<file path="config.mk">
export PLATFORM = sky130hd
export DESIGN_NAME = router_buffer_fifo
export DESIGN_NICKNAME = d
export VERILOG_FILES = /design/src/rtl/router_buffer_fifo.sv
export SDC_FILE = /design/constraint.sdc
export NUM_CORES = 1
export LEC_CHECK = 0
export BUFFER_PORTS_ARGS = -buffer_cell sky130_fd_sc_hd__buf_2
export CAP_MARGIN = 20
export CORE_MARGIN = 3
export CORE_UTILIZATION = 48
export DETAILED_ROUTE_END_ITERATION = 7
export PLACE_DENSITY = 0.74
export SYNTH_ARGS = -nofsm -noshare
export SYNTH_HDL_FRONTEND = slang
export SYNTH_SLANG_ARGS = --single-unit
export TNS_END_PERCENT = 50
</file>
<file path="constraint.sdc">
create_clock -name clk -period 3.1 [get_ports clk]
set_input_delay 0.155 -clock clk [delete_from_list [all_inputs] [get_ports clk]]
set_output_delay 0.155 -clock clk [all_outputs]
set_load 0.005 [all_outputs]
</file>
<file path="src/rtl/router_buffer_fifo.sv">
// Synchronous FIFO feeding one input port of the 3-input router merge (or buffering its output).
// Optional sticky overflow/underflow flags: define ROUTER_FIFO_ERR_FLAGS_EN.
module router_buffer_fifo #(
  parameter  int DATA_WIDTH = 32,
  parameter  int DEPTH      = 4,
  localparam int ADDR_WIDTH = $clog2(DEPTH)
) (
  input  logic                  clk,
  input  logic                  rst,
  input  logic [DATA_WIDTH-1:0] din,
  input  logic                  wen,
  input  logic                  read_en,
  output logic [DATA_WIDTH-1:0] dout,
  output logic                  empty,
  output logic                  full,
  output logic [ADDR_WIDTH:0]   count
`ifdef ROUTER_FIFO_ERR_FLAGS_EN
  ,
  output logic                  overflow,
  output logic                  underflow
`endif
);

  localparam logic [ADDR_WIDTH:0] FULL_COUNT = (ADDR_WIDTH + 1)'(DEPTH);

  logic [DATA_WIDTH-1:0] mem [DEPTH];
  logic [ADDR_WIDTH-1:0] wr_ptr;
  logic [ADDR_WIDTH-1:0] rd_ptr;
  logic [ADDR_WIDTH:0]   count_next;
  logic                  do_write;
  logic                  do_read;

  // Requests are qualified by the registered flags, so a write into a full
  // FIFO is dropped even when a read frees a slot on the same edge.
  assign do_write = wen && !full;
  assign do_read  = read_en && !empty;

  always_comb begin
    count_next = count;
    case ({do_write, do_read})
      2'b10:   count_next = count + 1'b1;
      2'b01:   count_next = count - 1'b1;
      default: count_next = count;
    endcase
  end

  // NOTE: storage has no reset so it can map onto RAM; resetting the pointers
  // and count already makes any stale contents unreachable.
  always_ff @(posedge clk) begin
    if (do_write) mem[wr_ptr] <= din;
  end

  // NOTE: non-blocking assignments mean a read at wr_ptr == rd_ptr returns the
  // entry stored before this edge, never the din being written now.
  always_ff @(posedge clk or negedge rst) begin
    if (!rst) begin
      wr_ptr <= '0;
      rd_ptr <= '0;
      count  <= '0;
      dout   <= '0;
      empty  <= 1'b1;
      full   <= 1'b0;
    end else begin
      if (do_write) wr_ptr <= wr_ptr + 1'b1;
      if (do_read) begin
        rd_ptr <= rd_ptr + 1'b1;
        dout   <= mem[rd_ptr];
      end
      count <= count_next;
      empty <= (count_next == '0);
      full  <= (count_next == FULL_COUNT);
    end
  end

`ifdef ROUTER_FIFO_ERR_FLAGS_EN
  // Sticky until reset: only rst clears them.
  always_ff @(posedge clk or negedge rst) begin
    if (!rst) begin
      overflow  <= 1'b0;
      underflow <= 1'b0;
    end else begin
      if (wen && full)      overflow  <= 1'b1;
      if (read_en && empty) underflow <= 1'b1;
    end
  end
`endif

endmodule

</file>
======== Word-level counts from Yosys, hierarchy flattened ========
Memories as Yosys holds them, arrays and structs flattened. A register that Yosys moved wholly into a read port is not among the register bits.
Cells that the tools add are included.
word-level totals
  bits in registers ....................... 9
  bits in latches ......................... 0
  RAM bits ................................ 128
  ROM bits ................................ 0
  input port bits ......................... 36
  output and inout bits ................... 37
  memories kept ........................... 1
cells by class
  add/sub/neg operators ................... 4
  multipliers ............................. 0
  div/mod/pow operators ................... 0
  $lt $le $gt $ge ......................... 0
  eq/ne operators ......................... 3
  shift-type cells ........................ 0
  multiplexer cells ....................... 3
  bitwise operators ....................... 0
  reductions and logical operators ........ 6
memories
  memory  depth  width  rd ports  clocked after Yosys merged registers in  write ports  line  source
  mem     4      32     1         1                                        1            26    logic [DATA_WIDTH-1:0] mem [DEPTH];
operator list
  kind                   number
  $pmux W3 S2            1
  $add A2 B1 Y2 const B  2
  $add A3 B1 Y3 const B  1
  $eq A3 B3 Y1 const B   1
  $logic_not A1 Y1       3
  $logic_not A3 Y1       1
  $sub A3 B1 Y3 const B  1
  $eq A2 B1 Y1 const B   1
  $eq A2 B2 Y1 const B   1
  $logic_and A1 B1 Y1    2
  $mux W1                2

======== Depth between registers and ports, before layout ========
  depth in word-level cells ............... 5
  depth in mapped cells ................... 8

======== Worst setup path after synthesis ========
Ideal clock, no wire load.
  path kind ............................... reg2reg
  from .................................... register empty
  to ...................................... register count[2]
  data arrival time ....................... 1.938 ns
  required time ........................... 2.976 ns
  path slack .............................. 1.037 ns
  cell stages (with the launch flop) ...... 9
  period minus slack after synthesis ...... 2.063 ns
  path through ............................ dfstp_2 > nand2b_4 > buf_6 > clkinv_4 > ha_1 > fa_1 > xnor2_1 > o21a_1 > or2_1
on the way
  word-level cells in the longest chain between the ends .. 4
ends and longest elaborated chain
  item                                                 line  source
  start, declared                                      14    output logic empty,
  start signal, assigned                               70    empty <= (count_next == '0);
  $logic_not A1 Y1 *                                   36    assign do_read = read_en && !empty;
  $logic_and A1 B1 Y1 *                                36
  $eq A2 B1 Y1 / $eq A2 B2 Y1 (equally long branches)  40    case ({do_write, do_read})
  $pmux W3 S2 *                                        40
  named net count_next[2]                              29    logic [ADDR_WIDTH:0] count_next;
  end signal, assigned                                 69    count <= count_next;
  end, declared                                        16    output logic [ADDR_WIDTH:0] count
Mark *: on every way through the listed nets, which the timed path passes. The rest lies on a longest branch.
A chain may end at the register's enable or synchronous reset.

======== Worst setup path in the final report ========
  from .................................... register full
  to ...................................... register full
on the way
  word-level cells in the longest chain between the ends .. 5
ends and longest elaborated chain
  item                                                 line  source
  start, declared                                      15    output logic full,
  start signal, assigned                               71    full <= (count_next == FULL_COUNT);
  $logic_not A1 Y1 *                                   35    assign do_write = wen && !full;
  $logic_and A1 B1 Y1 *                                35
  $eq A2 B1 Y1 / $eq A2 B2 Y1 (equally long branches)  40
  $pmux W3 S2 *                                        40
  $eq A3 B3 Y1 *                                       71
Every way passes the cells marked *; elsewhere a longest branch is shown, timed or not.

==> reports/metrics.yaml <==
avgSynthCellArea_um2: 18.49
grt_antenna_before_repair: 0
avgViaCountPerCell: 5.221
hold_violations: 0
slew_viol_final: 0
post_drt_wl_per_cell_um: 18.55
crit_top_cell: "xnor2_1"
end_kind: "flip-flop"
die_h_um: 122.8
cpMaxStageDelayCell: "nor2b_1"
drc: 0
netlist_area_um2: 6546
cts_tree: "built"
placementRows: 42
die_area_um2: 15070
dpl.hpwl_um: 6882
synth_cell_types: 31
portBuffers: 72
synthTopCellsByCount: "edfxtp_1 (128), mux2i_1 (64), dfrtp_1 (40)"
grt_pass1_vias: 3623
rsz0062_at_grt: "false"
dr.pass1.iters: 4
peakVddDrop_v: 0.0005305
finalSetupTns_ns: 0
yosys.area.top_type: "edfxtp_1"
arrival_ns: 2.49
dp.cells: 586
core_um2: 13300
die_w_um: 122.8
vias: 3399
max_stage_delay_ns: 0.38
synth-adder-area-share: 0.01261
synth_xor_area_frac: 0.006690
setup_viol: 0
cap_violations: 0
pin_count: 73
grt_pass1_wl_um: 19050
max_freq_mhz: 456.5
root_buffer: "clkbuf_16"
utilization: 0.5960
cp_data_required_time_ns: 3.40
cts_buffers: 17
seq_area_frac_synth: 0.7441
power_leakage_uw: 0.003071
p_per_area_nw_per_um2: 920.0
clk_pin_slew_worst_paths_ns: 0.06
worst_setup_path_start_kind: "flip-flop"
regToRegStartpoint: "full"
ys_seq_elements: 169
synth_edf_count: 128
ctsResizeCount: 0
ff2ff_path_depth: 7
layout-drive-gt1-share: 0.2989
drt_wl_total_um: 12080
crit_type: "flip-flop to flip-flop"
n_antenna_cell: 0
hold_depth: 3
areaGrowthSynthToFinish_pct: 21.04
reg2reg_to: "full"
fin_skew_ns: 0.007821
synthArstFlopShare: 0.2426
holdPathEnd: "wr_ptr[0]"
synth_top_family_by_area: "multiplexers"
globalplace.congestion: 0.7244
cp_max_fo: 8
rrSetupSlack_ns: 0.91
tightest_slew_ns: 0.9005
fin_nets: 504
cts_buffer_depth: 2
synth_compound_area_frac: 0.07454
start_util: 0.4924
path_cells: "nor2b_1 -> inv_1 -> ha_1 -> fa_1 -> xnor2_1 -> xnor2_1 -> a31o_1"
syn_inst: 354
yosys_warnings: 0
synth_mux_area_frac: 0.09958
grt_max_degree: 41
cts.sinks: 169
syn-num-nets: 396
ant_nets: 0
status: "completed"
finalPower_uw: 7290
finalCriticalPeriod_ns: 2.191
synth_simple_gate_area_frac: 0.03574
holdWs_ns: 0.2043
drt_iter0_drc: 143
synthTopCellsByArea: "edfxtp_1 (59%), dfrtp_1 (15%), mux2i_1 (9.8%)"
yosysMostFrequentCell: "edfxtp_1"
holdCritPathClass: "input port to flip-flop"
stdcell_count: 651
grt.total_usage: 0.1723
hp-start: "wen"
grt_remaining_overflow: 0
slew_headroom: 0.3997
yosys_most_used_dff: "edfxtp_1"
synth_top_area_share: 0.5872
insertion_delay_ns: 0.42
period_share: 0.7067
h-tree-depth: 4
[repair_timing]
action,4_1_cts,5_1_grt
hold buffers,33,0
hold endpoints to repair,153,0
endpoints found under the setup margin,0,0
buffers inserted,0,0
[power by group]
part / internal (uW) / total [uW] / switching [uW] / leakage [uW]
clock network: 1230 / 2030 / 802 / 0.000275
logic: 844 / 1870 / 1030 / 0.00112
registers: 3060 / 3390 / 328 / 0.00167
[layer usage]
metal  share of wire  up-vias  track usage
met5               0        -            0
met4           0.017        0      0.06928
met3           0.037       19      0.04055
met2            0.51       80       0.2863
met1            0.44     1712       0.2194
li1                -     1588            -
[per-stage QoR]
stage,worst slack [ns],cell area [um2]
global route,0.7002,7924
detailed placement,0.8921,7023
finish,0.9094,7924
global placement,0.9775,7023
CTS,0.8778,7924
floorplan,1.037,6546
[final cells by class]
type | instances | area [um2]
clock buffers | 25 | 475.5
well taps | 176 | 220.2
clock inverters | 7 | 95.09
inverters | 4 | 20.02
repair buffers | 109 | 733.2
flip-flops and latches | 169 | 4875
multi-input cells | 161 | 1505
fillers | 1008 | 5371
[critical path, delay by kind of cell (launching register included)]
| family | cells | cell delay (ns) |
|---|---|---|
| flops | 1 | 0.37 |
| simple gates | 1 | 0.38 |
| buf+inv | 1 | 0.09 |
| xor+xnor | 2 | 0.40 |
| fa+ha+maj | 2 | 0.63 |
| compound gates | 1 | 0.22 |
[registers in the layout, indices dropped and copies added, names as in the netlist]
signal	cells
mem	128
dout	32
count	3
rd_ptr	2
wr_ptr	2
empty	1
full	1
[cells in the final DEF (no fill, tap or decap), types with 3 or more instances in the layout]
| master | count |
|---|---|
| ha_1 | 5 |
| inv_1 | 3 |
| dfrtp_1 | 39 |
| clkbuf_1 | 6 |
| xnor2_1 | 5 |
| clkbuf_16 | 17 |
| nand2_1 | 35 |
| buf_2 | 72 |
| buf_4 | 3 |
| edfxtp_1 | 128 |
| dlygate4sd3_1 | 33 |
| and2_2 | 4 |
| o221ai_1 | 3 |
| clkinv_4 | 3 |
| mux2i_1 | 64 |
| o221ai_2 | 29 |
[cell families after synthesis]
logic type,count (synthesis)
adders and majority gates,6
AOI/OAI and AO/OA,36
and+or+nand+nor,49
xor gates and xnor gates,5
DFF,169
buffers and inverters,24
muxes,65
[worst max path at each step]
stage	slack, ns	cells past startpoint	from	end
final	0.91	7	full	full
after detailed placement	0.89	7	full	full
after global routing	0.70	7	full	full
after global placement	0.98	7	full	full
after floorplan	1.04	8	empty	count[2]
after CTS	0.88	7	full	full
Note: power is estimated with default switching activity, not from simulation.
